==> config.mk <==
export PLATFORM = sky130hd
export DESIGN_NAME = lcd_status_writer
export DESIGN_NICKNAME = d
export VERILOG_FILES = /design/src/rtl/lcd_status_pkg.sv /design/src/rtl/lcd_byte_writer.sv /design/src/rtl/lcd_status_writer.sv
export SDC_FILE = /design/constraint.sdc
export NUM_CORES = 1
export LEC_CHECK = 0
export ABC_CLOCK_PERIOD_IN_PS = 6300
export CORE_MARGIN = 8
export CORE_UTILIZATION = 60
export CTS_CLUSTER_SIZE = 40
export DETAILED_ROUTE_END_ITERATION = 6
export PLACE_DENSITY = 0.79
export SETUP_SLACK_MARGIN = 0.05
export SYNTH_ARGS = -nofsm -noshare
export SYNTH_HDL_FRONTEND = slang
export SYNTH_SLANG_ARGS = --single-unit
==> constraint.sdc <==
create_clock -name iCLK -period 6.3 [get_ports iCLK]
set_input_delay 1.26 -clock iCLK [delete_from_list [all_inputs] [get_ports iCLK]]
set_output_delay 1.26 -clock iCLK [all_outputs]
set_load 0.02 [all_outputs]
==> src/rtl/lcd_status_pkg.sv <==
// rtl/lcd_status_pkg.sv - shared encodings, LCD command bytes and status-line character lookup
package lcd_status_pkg;

  typedef enum logic [1:0] {
    ST_PARADO   = 2'd0,
    ST_SUBINDO  = 2'd1,
    ST_DESCENDO = 2'd2,
    ST_INVALID  = 2'd3
  } lift_state_e;

  typedef enum logic [2:0] {
    S_POWERUP,
    S_INIT,
    S_IDLE,
    S_HOME,
    S_LINE
  } fsm_e;

  typedef enum logic [1:0] {
    P_IDLE,
    P_SETUP,
    P_EN,
    P_WAIT
  } wr_phase_e;

  localparam logic [7:0] FUNC_SET = 8'h38;
  localparam logic [7:0] DISP_ON  = 8'h0C;
  localparam logic [7:0] CLEAR    = 8'h01;
  localparam logic [7:0] ENTRY    = 8'h06;
  localparam logic [7:0] HOME_L1  = 8'h80;

  function automatic logic [7:0] init_cmd(input logic [1:0] idx);
    logic [7:0] cmd;
    case (idx)
      2'd0:    cmd = FUNC_SET;
      2'd1:    cmd = DISP_ON;
      2'd2:    cmd = CLEAR;
      default: cmd = ENTRY;
    endcase
    return cmd;
  endfunction

  // Chars 0-7 are picked out of the 8-char state name by shifting; the rest is fixed text.
  function automatic logic [7:0] char_at(input logic [1:0] st, input logic [3:0] fl,
                                         input logic [3:0] idx);
    logic [63:0] name;
    logic [63:0] sel;
    logic [7:0]  ch;
    case (st)
      ST_PARADO:   name = "PARADO  ";
      ST_SUBINDO:  name = "SUBINDO ";
      ST_DESCENDO: name = "DESCENDO";
      default:     name = "--------";
    endcase
    sel = name >> {~idx[2:0], 3'b000};
    case (idx)
      4'd8:    ch = "A";
      4'd9:    ch = "N";
      4'd10:   ch = "D";
      4'd11:   ch = "A";
      4'd12:   ch = "R";
      4'd13:   ch = " ";
      4'd14:   ch = (fl <= 4'd8) ? (8'h30 + {4'h0, fl}) : "?";
      4'd15:   ch = " ";
      default: ch = sel[7:0];
    endcase
    return ch;
  endfunction

endpackage

==> src/rtl/lcd_byte_writer.sv <==
// rtl/lcd_byte_writer.sv - one HD44780 byte transfer: setup, EN pulse, post-EN wait
module lcd_byte_writer
  import lcd_status_pkg::*;
#(
  parameter int EN_CYCLES    = 16,
  parameter int STEP_CYCLES  = 2500,
  parameter int CLEAR_CYCLES = 100000,
  parameter int CNT_W        = 17
) (
  input  logic       i_clk,
  input  logic       i_rst,
  input  logic       i_start,
  input  logic [7:0] i_byte,
  input  logic       i_rs,
  input  logic       i_long_wait,
  output logic       o_done,
  output logic [7:0] o_data,
  output logic       o_rs,
  output logic       o_en
);

  localparam logic [CNT_W-1:0] EN_LAST    = CNT_W'(EN_CYCLES - 1);
  localparam logic [CNT_W-1:0] STEP_LAST  = CNT_W'(STEP_CYCLES - 1);
  localparam logic [CNT_W-1:0] CLEAR_LAST = CNT_W'(CLEAR_CYCLES - 1);

  wr_phase_e        r_phase;
  logic [CNT_W-1:0] r_cnt;
  logic             r_long;
  logic [CNT_W-1:0] w_wait_last;
  logic             w_ready;

  assign w_wait_last = r_long ? CLEAR_LAST : STEP_LAST;
  assign o_done      = (r_phase == P_WAIT) && (r_cnt == w_wait_last);
  // Accepting on the final wait cycle lets bytes run back to back with no bubble.
  assign w_ready     = (r_phase == P_IDLE) || o_done;

  always_ff @(posedge i_clk or posedge i_rst) begin
    if (i_rst) begin
      r_phase <= P_IDLE;
      r_cnt   <= '0;
      r_long  <= 1'b0;
      o_data  <= 8'h00;
      o_rs    <= 1'b0;
      o_en    <= 1'b0;
    end else if (i_start && w_ready) begin
      o_data  <= i_byte;
      o_rs    <= i_rs;
      r_long  <= i_long_wait;
      r_phase <= P_SETUP;
      r_cnt   <= '0;
    end else begin
      case (r_phase)
        P_SETUP: begin
          r_phase <= P_EN;
          o_en    <= 1'b1;
          r_cnt   <= '0;
        end
        P_EN: begin
          if (r_cnt == EN_LAST) begin
            r_phase <= P_WAIT;
            o_en    <= 1'b0;
            r_cnt   <= '0;
          end else begin
            r_cnt <= r_cnt + 1'b1;
          end
        end
        P_WAIT: begin
          if (o_done) r_phase <= P_IDLE;
          else        r_cnt   <= r_cnt + 1'b1;
        end
        default: ;
      endcase
    end
  end

endmodule

==> src/rtl/lcd_status_writer.sv <==
// rtl/lcd_status_writer.sv - LCD init sequencer and lift status line renderer
module lcd_status_writer
  import lcd_status_pkg::*;
#(
  parameter int INIT_CYCLES  = 750000,
  parameter int EN_CYCLES    = 16,
  parameter int STEP_CYCLES  = 2500,
  parameter int CLEAR_CYCLES = 100000
) (
  input  logic       iCLK,
  input  logic       iRST,
  input  logic [1:0] iState,
  input  logic [3:0] iFloor,
  input  logic       iUpdate,
  output logic       oBusy,
  output logic [7:0] LCD_DATA,
  output logic       LCD_RS,
  output logic       LCD_RW,
  output logic       LCD_EN
);

  localparam int MAX_WAIT = (INIT_CYCLES > CLEAR_CYCLES) ? INIT_CYCLES : CLEAR_CYCLES;
  localparam int CNT_W    = $clog2(MAX_WAIT + 1);
  localparam logic [CNT_W-1:0] INIT_LAST = CNT_W'(INIT_CYCLES - 1);

  fsm_e             r_state;
  logic [CNT_W-1:0] r_pwr_cnt;
  logic [3:0]       r_idx;
  logic [1:0]       r_snap_state;
  logic [3:0]       r_snap_floor;
  logic             r_pending;
  logic [1:0]       r_disp_state;
  logic [3:0]       r_disp_floor;
  logic             r_busy;

  fsm_e       w_next;
  logic       w_start;
  logic [7:0] w_byte;
  logic       w_rs;
  logic       w_long;
  logic       w_go_home;
  logic       w_done;

  // The next byte is chosen during the current byte's last wait cycle.
  always_comb begin
    w_next    = r_state;
    w_start   = 1'b0;
    w_byte    = 8'h00;
    w_rs      = 1'b0;
    w_go_home = 1'b0;
    case (r_state)
      S_POWERUP: begin
        if (r_pwr_cnt == INIT_LAST) begin
          w_start = 1'b1;
          w_byte  = FUNC_SET;
          w_next  = S_INIT;
        end
      end
      S_INIT: begin
        if (w_done) begin
          if (r_idx != 4'd3) begin
            w_start = 1'b1;
            w_byte  = init_cmd(r_idx[1:0] + 2'd1);
          end else if (r_pending) begin
            w_go_home = 1'b1;
          end else begin
            w_next = S_IDLE;
          end
        end
      end
      S_IDLE: begin
        if (r_pending) w_go_home = 1'b1;
      end
      S_HOME: begin
        if (w_done) begin
          w_start = 1'b1;
          w_rs    = 1'b1;
          w_byte  = char_at(r_disp_state, r_disp_floor, 4'd0);
          w_next  = S_LINE;
        end
      end
      S_LINE: begin
        if (w_done) begin
          if (r_idx != 4'd15) begin
            w_start = 1'b1;
            w_rs    = 1'b1;
            w_byte  = char_at(r_disp_state, r_disp_floor, r_idx + 4'd1);
          end else if (r_pending) begin
            w_go_home = 1'b1;
          end else begin
            w_next = S_IDLE;
          end
        end
      end
      default: w_next = S_POWERUP;
    endcase
    if (w_go_home) begin
      w_start = 1'b1;
      w_byte  = HOME_L1;
      w_rs    = 1'b0;
      w_next  = S_HOME;
    end
    w_long = !w_rs && (w_byte == CLEAR);
  end

  always_ff @(posedge iCLK or posedge iRST) begin
    if (iRST) begin
      r_state      <= S_POWERUP;
      r_pwr_cnt    <= '0;
      r_idx        <= 4'd0;
      r_snap_state <= 2'd0;
      r_snap_floor <= 4'd0;
      r_pending    <= 1'b1;
      r_disp_state <= 2'd0;
      r_disp_floor <= 4'd0;
      r_busy       <= 1'b1;
    end else begin
      r_state <= w_next;
      r_busy  <= (w_next != S_IDLE);
      if (r_state == S_POWERUP && r_pwr_cnt != INIT_LAST) r_pwr_cnt <= r_pwr_cnt + 1'b1;
      if (r_state == S_POWERUP || r_state == S_HOME) r_idx <= 4'd0;
      else if (w_start && !w_go_home)                r_idx <= r_idx + 4'd1;
      // A fresh update wins over the clear on HOME entry, so it still gets its own line.
      if (iUpdate) begin
        r_snap_state <= iState;
        r_snap_floor <= iFloor;
        r_pending    <= 1'b1;
      end else if (w_go_home) begin
        r_pending <= 1'b0;
      end
      if (w_go_home) begin
        r_disp_state <= r_snap_state;
        r_disp_floor <= r_snap_floor;
      end
    end
  end

  lcd_byte_writer #(
    .EN_CYCLES   (EN_CYCLES),
    .STEP_CYCLES (STEP_CYCLES),
    .CLEAR_CYCLES(CLEAR_CYCLES),
    .CNT_W       (CNT_W)
  ) u_byte (
    .i_clk      (iCLK),
    .i_rst      (iRST),
    .i_start    (w_start),
    .i_byte     (w_byte),
    .i_rs       (w_rs),
    .i_long_wait(w_long),
    .o_done     (w_done),
    .o_data     (LCD_DATA),
    .o_rs       (LCD_RS),
    .o_en       (LCD_EN)
  );

  assign oBusy  = r_busy;
  assign LCD_RW = 1'b0;

endmodule

-- Word-level counts from Yosys, hierarchy flattened
Index checks and enable logic that the tools add are counted.
- add/subtract/negate cells: 5
- order comparisons: 1
- equality and inequality tests: 31
- shifts and indexed selects: 1
- muxes and demuxes: 55
- bitwise operators: 2
- reduce and logical (&&, ||, !) cells: 22
- operators with widths (operator ; number):
    $mux W64 ; 3
    $pmux W63 S3 ; 1
    $shr A64 B6 Y8 ; 1
    $mux W20 ; 3
    $pmux W20 S3 ; 1
    $pmux W8 S6 ; 1
    $add A20 B1 Y20 const B ; 2
    $eq A4 B4 Y1 const B ; 8
    $pmux W8 S4 ; 1
    $mux W3 ; 8
    $mux W8 ; 3
    $eq A20 B20 Y1 ; 1
    $eq A20 B20 Y1 const B ; 1
    $eq A20 B4 Y1 const B ; 1
    $ne A20 B20 Y1 const B ; 1
    $mux W6 ; 3
    $pmux W6 S3 ; 1
    $mux W17 ; 1
    $mux W1 ; 16
    $pmux W3 S5 ; 1
    $mux W7 ; 2
    $eq A2 B2 Y1 const B ; 4
    $eq A8 B1 Y1 const B ; 1
    $mux W4 ; 2
    31 further kinds ; 50
- register bits after elaboration: 74
- input port bits: 9
- output and inout port bits: 12
- word-level logic and storage cells: 132

-- Depth between registers and ports, before layout
- word-level depth: 13
- depth in mapped cells: 11
- gate-level depth less buffers: 9

-- By module
Synthesis repeated with hierarchy kept, for this count alone.
- cell total of the unflattened synthesis: 481
- area total of the unflattened synthesis: 4662.0 sq um
- modules (own cells, without submodules) (module ; times used ; cells an instance ; area an instance (sq um) ; seq. area each (sq um)):
    lcd_status_writer ; 1 ; 303 ; 2811.4 ; 1028.5
    lcd_byte_writer ; 1 ; 178 ; 1850.5 ; 825.8

-- Least setup slack after synthesis
No wires, ideal clock.
- path type: register to register
- from: register r_idx[0]
- to: register u_byte.o_data[3]
- setup time: 128 ps
- arrival time: 2623 ps
- required time: 6172 ps
- path slack: 3550 ps
- cell stages (with the launch flop): 12
- buffers on the path: 2
- period minus slack after synthesis: 2750 ps
- cell sequence: dfrtp_1 -> buf_2 -> inv_1 -> ha_1 -> clkbuf_1 -> or3b_2 -> a21oi_1 -> o22ai_1 -> a211o_1 -> a21oi_1 -> o21ai_0 -> mux2_1
- longest elaborated chain between the ends: 8
- elaborated cells between the ends (all ways): 39
- classes of those cells: add/sub (2); eq/ne (12); shift (1); mux (19); bitwise (1); reduce/logical (4)
- ends and longest elaborated chain (what ; RTL line ; source):
    start: declaration ; lcd_status_writer.sv:28 ; logic [3:0] r_idx;
    start signal: assignment ; lcd_status_writer.sv:122 ; else if (w_start && !w_go_home) r_idx <= r_idx + 4'd1;
    $add A4 B1 Y4 ; lcd_status_writer.sv:87 ; w_byte = char_at(r_disp_state, r_disp_floor, r_idx + 4'd1);
    $not A3 Y3 or $eq A4 B4 Y1 (tied branches) ; lcd_status_pkg.sv:55, lcd_status_pkg.sv:56 ;
    $shr A64 B6 Y8 or $reduce_or A2 Y1 (tied branches) ; n/a ;
    $pmux W8 S6 ; lcd_status_pkg.sv:56 ; case (idx)
    $mux W8 ; lcd_status_writer.sv:84 ; if (r_idx != 4'd15) begin
    $mux W8 ; lcd_status_writer.sv:83 ; if (w_done) begin
    $pmux W8 S4 ; lcd_status_writer.sv:51 ; case (r_state)
    $mux W8 ; lcd_status_writer.sv:97 ; if (w_go_home) begin
    end signal: assignment ; lcd_byte_writer.sv:46 ; o_data <= i_byte;
    end: declaration ; lcd_byte_writer.sv:17 ; output logic [7:0] o_data,
Parallel ways exist; a longest one is shown, timed or not.
A chain may end at the register's enable or synchronous reset.

-- Worst setup path in the final report
- from: register r_idx[0]
- to: register u_byte.r_cnt[15]
- longest elaborated chain between the ends: 8
- elaborated cells between the ends (all ways): 18
- classes of those cells: eq/ne (3); mux (12); reduce/logical (3)
- ends and longest elaborated chain (what ; RTL line ; source):
    $ne A4 B4 Y1 or $ne A4 B2 Y1 (tied branches) ; lcd_status_writer.sv:84, lcd_status_writer.sv:61 ;
    $mux W1, on equally long branches ; lcd_status_writer.sv:84, lcd_status_writer.sv:61 ;
    $mux W1, on equally long branches ; lcd_status_writer.sv:83, lcd_status_writer.sv:60 ;
    $pmux W1 S4 or $pmux W1 S3 (tied branches) ; lcd_status_writer.sv:51 ;
    $mux W1 * ; lcd_status_writer.sv:97 ;
    $logic_and A1 B1 Y1 * ; lcd_byte_writer.sv:45 ; end else if (i_start && w_ready) begin
    $ne A3 B3 Y1 (no line) or $reduce_bool A4 Y1 (tied branches) ; n/a ;
    $reduce_and A2 Y1 (no line) ; n/a ;
    end signal: assignment ; lcd_byte_writer.sv:64 ; r_cnt <= r_cnt + 1'b1;
    end signal: assignment ; lcd_byte_writer.sv:69 ; else r_cnt <= r_cnt + 1'b1;
    end: declaration ; lcd_byte_writer.sv:27 ; logic [CNT_W-1:0] r_cnt;
Every way passes the cells marked *; elsewhere a longest branch is shown, timed or not.

==> flow_metrics.env <==
export IMPL_status="complete, no violations"
export IMPL_grt_use_total_pct=20.0
export IMPL_syn_area_sq_um=4690
export IMPL_tns_ns=0
export IMPL_ys_warnings_count=0
export IMPL_async_flop_share_pct=100
export IMPL_power_density_nw_per_um2=170
export IMPL_grt_max_degree=75
export IMPL_path_clk_slew_ns=0.07
export IMPL_path_cells="ha_1 > inv_1 > a211o_1 > nand4b_1 > a21oi_2 > o21ai_1 > nand2_1 > nor2_1"
export IMPL_die_x_um=104
export IMPL_slew_headroom_pct=38.6
export IMPL_clock_latency_ns=0.35
export IMPL_routabilityCongestion=0.917
export IMPL_ys_top_cells_by_area="dfrtp_1 (38%), xnor2_1 (4.9%), ha_1 (4.5%)"
export IMPL_die_area_sq_um=10900
export IMPL_n_fill_cell=658
export IMPL_rsz0062_at_grt="no"
export IMPL_hold_violations=0
export IMPL_fin_crit_sh_pct=59.4
export IMPL_avgSynthCellArea_sq_um=8.96
export IMPL_fin_crit_ns=3.75
export IMPL_switchingPower_uw=191
export IMPL_io_buffers=19
export IMPL_io_pins=21
export IMPL_p_clk_share_pct=42.3
export IMPL_crit_type="flop to flop"
export IMPL_final_antenna_net_count=0
export IMPL_worst_pin_slew_ns=0.916
export IMPL_maxSlewViolCount=0
export IMPL_synth_cells=524
export IMPL_worstPathMaxFanout=24
export IMPL_pwr_share_comb_pct=2.3
export IMPL_clock_skew_ns=0.0127
export IMPL_gr_total_overflow=0
export IMPL_firstDrtPassIters=5
export IMPL_fp_coreArea_sq_um=7650
export IMPL_chipHeight_um=104
export IMPL_cts_tree="built"
export IMPL_drive_above_1_share_pct=8.96
export IMPL_cts_buffers=9
export IMPL_grt_antenna_before_repair=0
export IMPL_ys_ff_latch=74
export IMPL_fmax_mhz=267
export IMPL_cts_max_level=3
export IMPL_cts_root_buf="clkbuf_8"
export IMPL_syn_nets=550
export IMPL_cts_setup_buffers=0
export IMPL_internal_power_uw=677
export IMPL_end_kind="flop"
export IMPL_drt_iter0_markers=204
export IMPL_fin_area_sq_um=5100
export IMPL_maxCapViolCount=0
export IMPL_postPlaceCellArea_sq_um=4910
export IMPL_wl_per_cell_um=16.5
export IMPL_synth_cell_types=75
export IMPL_start_kind="flop"
export IMPL_diodes=0
export IMPL_multiInputGateArea_sq_um=2660
export IMPL_slowest_stage="dfrtp_1"
export IMPL_p_leak_uw=0.00213
export IMPL_ys_seq_area_share_pct=39.5
export IMPL_switching_share_pct=22.0
export IMPL_grt_pass1_vias=3879
export IMPL_critPathTopFamily="compound AO/OA/AOI/OAI gates"
export IMPL_required_ns=6.52
export IMPL_seq_area_sq_um=1850
export IMPL_critical_path_arrival_ns=3.97
export IMPL_finalNetCount=558
export IMPL_start_util_pct=61.4
export IMPL_max_stage_delay_ns=0.80
export IMPL_via_count=3908
export IMPL_remaining_drc_errors=0
export IMPL_setup_violations_final=0
export IMPL_postCtsHoldBufs=0
export IMPL_area_growth_pct=8.64
export IMPL_core_rowCount=32
export IMPL_cts_repair_resized=0
export IMPL_grt_pass1_wl_um=18400
export IMPL_vdd_ir_drop_max_mv=0.151
export IMPL_routed_via_density=6.13
export IMPL_seqPwrFrac_pct=55.4
export IMPL_dp_hpwl_um=7660
export IMPL_hold_class="flop to flop"
export IMPL_wirelength_um=10500
export IMPL_synth_main_ff_cell="dfrtp_1"
export IMPL_synth_edf_count=0
export IMPL_cts_buffer_depth=2
export IMPL_cts_num_sinks=74
export IMPL_synth_largest_area_cell="dfrtp_1"
export IMPL_synth_top_area_share_pct=38.4
export IMPL_path_buf_inv=1
[placed cells by master, fill, tap and decap left out, types with 6 or more instances in the layout]
cell / n
a21oi_1: 29
a31oi_1: 6
clkbuf_8: 10
clkdlybuf4s50_1: 19
dfrtp_1: 72
ha_1: 17
inv_1: 15
mux2_2: 12
nand2_1: 53
nand3_1: 23
nand4_1: 10
nor2_1: 53
nor2b_1: 8
nor3_1: 12
nor4_1: 8
o21ai_0: 29
xnor2_1: 26
xor2_1: 8
[flip-flops by register name (all words and copies together) (netlist names)]
register        cells
oBusy               1
r_disp_floor        4
r_disp_state        2
r_idx               4
r_pending           1
r_pwr_cnt          20
r_snap_floor        4
r_snap_state        2
r_state             3
u_byte.o_data       8
u_byte.o_en         1
u_byte.o_rs         1
u_byte.r_cnt       20
u_byte.r_long       1
u_byte.r_phase      2
[kinds of logic after synthesis]
family                     Yosys count  share of synthesized area [%]
muxes                               18                           4.24
and+or+nand+nor                    222                           24.8
buffers and inverters               40                           3.84
other                                1                         0.0799
DFF                                 74                           39.5
xor gates and xnor gates            35                           6.69
adders and majority gates           17                           4.53
AOI/OAI and AO/OA                  117                           16.3
[metal layers]
metal | track usage [%] | up-vias | wire length (um)
met3 | 3.97 | 17 | 420
met2 | 32.2 | 96 | 5030
li1 | - | 1901 | -
met5 | 0 | - | 0
met1 | 26.1 | 1894 | 4860
met4 | 7.24 | 0 | 194
[final cells by class]
type	instances	share of cell area [%]
Sequential cell	74	36.4
Clock buffer	10	2.70
Clock inverter	5	1.08
Multi-Input combinational cell	410	52.1
Inverter	16	1.18
Timing Repair Buffer	21	4.02
Tap cell	102	2.50
[stage by stage]
step	worst slack (ns)	power [uW]	hold WS (ns)	std cells	utilization [%]
floorplan	3.16	502	0.439	524	-
global placement	2.77	510	0.458	623	64.2
detailed placement	2.58	511	0.467	623	64.2
CTS	2.57	877	0.481	638	66.7
global route	2.19	898	0.503	638	66.7
finish	2.55	868	0.482	638	66.7
[Yosys cell counts, drive strengths merged (3+ instances only)]
cell type  instances
nor4bb             3
inv               16
or2                5
dfrtp             72
nand4             10
and3               5
nand2             53
nand4b             3
nand2b             5
o21ai             34
nand3             23
nor4               8
xor2               9
mux2i              3
o211ai             4
o22ai              6
o221ai             3
o31ai              3
or3                4
or4                4
nor2b              8
a211oi             3
and2               4
nor4b              5
nand3b             5
o21a               3
a21oi             31
xnor2             26
clkbuf            12
ha                17
nor3              12
nor2              55
buf               12
a31oi              6
mux2              15
[power groups by stage]
stage	Clock (uW)	Combinational, uW	Sequential [uW]
after detailed placement	0	21.0	490
after CTS	375	21.1	481
final	367	20.0	480
after floorplan	0	12.7	489
after global routing	394	23.0	481
after global placement	0	20.3	490
[worst reg2reg max path: stages, from the launching register on]
cell and delay [ns]:
dfrtp_1 0.80, ha_1 0.57, inv_1 0.20, a211o_1 0.36, nand4b_1 0.24, a21oi_2 0.51
o21ai_1 0.43, nand2_1 0.42, nor2_1 0.10
[path summary, 6_finish.rpt]
kind	start	endpoint	slack (ns)	cells after the start
worst max register to register	r_idx[0]	u_byte.r_cnt[15]	2.55	8
min in group asynchronous	iRST	r_pwr_cnt[12]	1.50	3
worst min-delay path	r_pwr_cnt[19]	r_pwr_cnt[19]	0.48	1
worst min register to register	r_pwr_cnt[19]	r_pwr_cnt[19]	0.48	1
worst max-delay path	r_idx[0]	u_byte.r_cnt[15]	2.55	8
max in group asynchronous	iRST	r_idx[0]	4.20	3
Power figures use the tool's default switching activity.
==> edit 1, RTL diff (same flow settings) <==
The output `oBusy` loses its register stage (`r_busy` becomes a continuous assignment).
--- a/src/rtl/lcd_status_writer.sv
+++ b/src/rtl/lcd_status_writer.sv
@@ -114,8 +114,6 @@
       r_disp_state <= 2'd0;
       r_disp_floor <= 4'd0;
-      r_busy       <= 1'b1;
     end else begin
       r_state <= w_next;
-      r_busy  <= (w_next != S_IDLE);
       if (r_state == S_POWERUP && r_pwr_cnt != INIT_LAST) r_pwr_cnt <= r_pwr_cnt + 1'b1;
       if (r_state == S_POWERUP || r_state == S_HOME) r_idx <= 4'd0;
@@ -135,4 +133,6 @@
     end
   end
+
+  assign r_busy = (w_next != S_IDLE);
 
   lcd_byte_writer #(
Function: no difference found for any inputs over 10 cycles, from zero or initial values and one cycle with iRST high; that may be too few to reach the edited logic, so the function may still have changed.
==> edit 1 against the unedited design <==
Worst hold slack better by 9.2 ps. Sequential cell count is 1 lower. Worst setup slack worse by 1200 ps. Design area is 1.3% higher. Routed wire length is 2.1% higher. Total power is 5.2% higher. Non-clock buffer count is 1 higher. First-iteration DRC count is 75% higher. Synthesized area is 0.11% higher.
==> edit 1: results (changes against the unedited design) <==
----------------------------------------------------
[Run status]
  Outcome ... completed (unchanged)

[Pwr]
  Post-route total power ... 913 µW (was 868 µW)
  Switching power summed over all nets ... 198 µW (was 191 µW)
  Worst ir drop on vdd ... 0.166 mV (was 0.151 mV)
  Proportion of power drawn by combinational gates ... 2.1% (was 2.3%)
  Sequential-cell power consumption ... 474 µW (was 480 µW)
  Leakage power of the design ... 2.08 nW (was 2.13 nW)

[Synthesis]
  Number of distinct standard cells referenced by the synthesized netlist ... 67 (was 75)
  Number of nets produced by synthesis ... 563 (was 550)
  Share of the synthesized area in compound gates (AO/OA/AOI/OAI) ... 19.5% (was 16.3%)
  Xor/xnor share of the synthesized area ... 4.29% (was 6.69%)
  Post-synthesis cell count ... 537 (was 524)
  Mux cell area share after synthesis ... 4.45% (was 4.24%)
  Cells taking the most area after synthesis ... sky130_fd_sc_hd__dfrtp_1 38%, sky130_fd_sc_hd__a21oi_1 4.6%, sky130_fd_sc_hd__ha_1 4.5%, sky130_fd_sc_hd__o21ai_0 4.2%, sky130_fd_sc_hd__nor2_1 4.1% (was sky130_fd_sc_hd__dfrtp_1 38%, sky130_fd_sc_hd__xnor2_1 4.9%, sky130_fd_sc_hd__ha_1 4.5%, sky130_fd_sc_hd__nand2_1 4.2%, sky130_fd_sc_hd__nor2_1 4.2%)
  Share of synthesized area occupied by flip-flops and latches ... 38.9% (was 39.5%)
  Commonest cells in the netlist ... 72 x sky130_fd_sc_hd__dfrtp_1, 51 x sky130_fd_sc_hd__nor2_1, 43 x sky130_fd_sc_hd__a21oi_1 (was 72 x sky130_fd_sc_hd__dfrtp_1, 53 x sky130_fd_sc_hd__nand2_1, 53 x sky130_fd_sc_hd__nor2_1)

[Detailed routing]
  Wire length on met2 ... 4830 µm (was 5030 µm)
  Met3 Routed Length ... 649 µm (was 420 µm)
  Count of routing violations after the opening detailed-route iteration ... 357 (was 204)
  Met1 Wirelength ... 5130 µm (was 4860 µm)

[Critical path]
  Worst path top cell family by delay ... simple AND/OR/NAND/NOR gates (was compound AO/OA/AOI/OAI gates)
  Critical path's slowest cell ... sky130_fd_sc_hd__or3_1 (was sky130_fd_sc_hd__dfrtp_1)
  Max stage delay on crit path ... 650 ps (was 800 ps)

[Placement]
  Dpl ws ... 1760 ps (was 2580 ps)
  Placed standard-cell area ... 4940 µm² (was 4910 µm²)
  Post-Place Cells ... 635 (was 623)
  Final HPWL DP ... 7440 µm (was 7660 µm)

[Cells and area]
  Final standard cell count with taps included and fillers excluded ... 651 (was 638)
  Number of nets in the finished design ... 570 (was 558)
  Cell area after layout ... 5160 µm² (was 5100 µm²)
  Fraction of final layout cells with drive strength greater than 1 ... 9.65% (was 8.96%)

[GRT]
  Pin count of the biggest net entering global routing ... 74 (was 75)
  All-layer global routing usage ... 20.3% (was 20.0%)
  Number of global-route vias before repair ... 3963 (was 3879)
  Wire length of the first global-routing pass ... 18800 µm (was 18400 µm)
  GR Util met3 ... 4.52% (was 3.97%)

[Timing]
  Clk_skew ... 8.93 ps (was 12.7 ps)
  Worst rel slew slack ... 26.8% (was 38.6%)

----------------------------------------------------
## edit 1: changes by cell type in the layout (fill, tap and decap cells not counted), sizes merged, moves of 4 or more
cell,before,now
nand2,53,28
a21oi,31,43
xnor2,26,16
inv,16,24
and3,5,11
nand3b,5,11
o21ai,34,40
or3,4,10
a2111oi,1,5
a211oi,3,7
nor2,55,51
nor3b,0,4
or2,5,9
## edit 1: layout make-up
class	instances	share of cell area, %
multi-input cells	415	52.0
flip-flops and latches	73	35.4
repair buffers	22	4.12
clock buffers	10	2.67
well taps	102	2.47
clock inverters	6	1.72
inverters	23	1.67
## edit 1: final timing paths
| check | slack (ps) | endpoint | cells after the start |
|---|---|---|---|
| worst max register to register | 2870 | u_byte.o_data[0] | 6 |
| min in group asynchronous | 1510 | u_byte.r_cnt[16] | 3 |
| worst min register to register | 490 | r_pwr_cnt[19] | 1 |
| max in group asynchronous | 4230 | r_disp_floor[0] | 3 |
| worst max-delay path | 1370 | oBusy | 7 |
| worst min-delay path | 490 | r_pwr_cnt[19] | 1 |
==> edit 2, RTL diff (same settings) <==
Without the edit above. `CLEAR_CYCLES` is set to 100000 in 2 places; all go to 50000.
--- a/src/rtl/lcd_byte_writer.sv
+++ b/src/rtl/lcd_byte_writer.sv
@@ -5,5 +5,5 @@
   parameter int EN_CYCLES    = 16,
   parameter int STEP_CYCLES  = 2500,
-  parameter int CLEAR_CYCLES = 100000,
+  parameter int CLEAR_CYCLES = 50000,
   parameter int CNT_W        = 17
 ) (
--- a/src/rtl/lcd_status_writer.sv
+++ b/src/rtl/lcd_status_writer.sv
@@ -6,5 +6,5 @@
   parameter int EN_CYCLES    = 16,
   parameter int STEP_CYCLES  = 2500,
-  parameter int CLEAR_CYCLES = 100000
+  parameter int CLEAR_CYCLES = 50000
 ) (
   input  logic       iCLK,
Formal check against the unedited RTL: same outputs for any inputs over 10 cycles, from zero or initial values and one cycle with iRST high; that may be too few to reach the edited logic, so the function may still have changed.
==> edit 2 against the unedited design <==
Synthesized cell count increased by 5.3%. Routed wire length grew 5.5%. Design area is 1.5% higher. Worst setup slack better by 200 ps. First-iteration DRC count rose by 32%. Clock skew fell by 2.1 ps. Sequential share of layout area is 0.55 points lower. Count of clock-buffer cells in the layout up 2. Total power is 0.78% higher. Largest power group unchanged. Die area rose by 1.4%. Synthesized area up 1.6%. Sequential cell count unchanged.
==> edit 2: results (changes against the unedited design) <==
----------------------------------------------------
[Cells and area]
  Final-layout fill cell count ... 636 (was 658)
  Number of clock buffers in the layout ... 12 (was 10)
  Count of non-CTS inverters in the layout ... 17 (was 16)
  Fraction of area in clock buffers and inverters ... 3.80% (was 3.78%)
  Flip-flop and latch share of the layout cell area ... 35.8% (was 36.4%)

[GRT]
  GR Util met3 ... 4.61% (was 3.97%)
  All-layer global routing usage ... 20.5% (was 20.0%)
  Met2 layer usage reported by global route ... 32.1% (was 32.2%)
  Number of global-route vias before repair ... 3942 (was 3879)
  Met1 track demand over resource ... 27.4% (was 26.1%)

[Detailed routing]
  Number of vias after detailed routing ... 4153 (was 3908)
  Wire length on met2 ... 5250 µm (was 5030 µm)
  WL per Instance ... 16.6 µm (was 16.5 µm)
  Count of routing violations after the opening detailed-route iteration ... 270 (was 204)

[Synthesis]
  Number of distinct standard cells referenced by the synthesized netlist ... 65 (was 75)
  Number of nets produced by synthesis ... 578 (was 550)
  Post-synthesis cell count ... 552 (was 524)

[Timing]
  Worst rel slew slack ... 30.2% (was 38.6%)
  Clk_skew ... 10.6 ps (was 12.7 ps)

[Pwr]
  Post-route total power ... 875 µW (was 868 µW)
  Switching power summed over all nets ... 193 µW (was 191 µW)

[Floorplanning]
  Die outline width ... 105 µm (was 104 µm)

[Critical path]
  Reg2reg path depth ... 7 (was 8)
  Capture point of the worst reg-to-reg path ... u_byte.r_cnt[7] (was u_byte.r_cnt[15])

[Run status]
  Outcome ... completed (unchanged)

[Placement]
  Final Wtd Congestion ... 0.959 (was 0.917)
  Final HPWL DP ... 7910 µm (was 7660 µm)

[Hold path]
  Hold path start ... r_snap_floor[2] (was r_pwr_cnt[19])

----------------------------------------------------
edit 2: cell types whose count changed after synthesis, sizes merged, moves of 6 or more:
cell and delta:
o21ai +10, a21o +6, nand2 +17, nand3 +6, nand3b +10, nor2 -13, xor2 -6, a21oi +10
edit 2: how the worst max path moves through the flow:
stage,from,endpoint,slack [ps],cells past startpoint
finish,u_byte.r_cnt[12],u_byte.r_cnt[7],2760,7
global route,u_byte.r_cnt[12],u_byte.r_cnt[4],2460,7
CTS,u_byte.r_cnt[12],u_byte.r_cnt[4],2790,7
detailed placement,u_byte.r_cnt[12],u_byte.r_cnt[4],2830,7
global placement,u_byte.r_cnt[12],u_byte.r_cnt[4],2930,7
floorplan,iRST,r_disp_floor[0],3160,1
edit 2: kinds of logic after synthesis:
family	Yosys count	synth area share [%]
AND/OR/NAND/NOR	242	26.6
AO/OA/AOI/OAI	142	19.3
flip-flops	74	38.9
buffers and inverters	41	3.75
XOR/XNOR	24	4.41
adder cells (fa/ha/maj)	17	4.46
multiplexers	11	2.57
other	1	0.0786
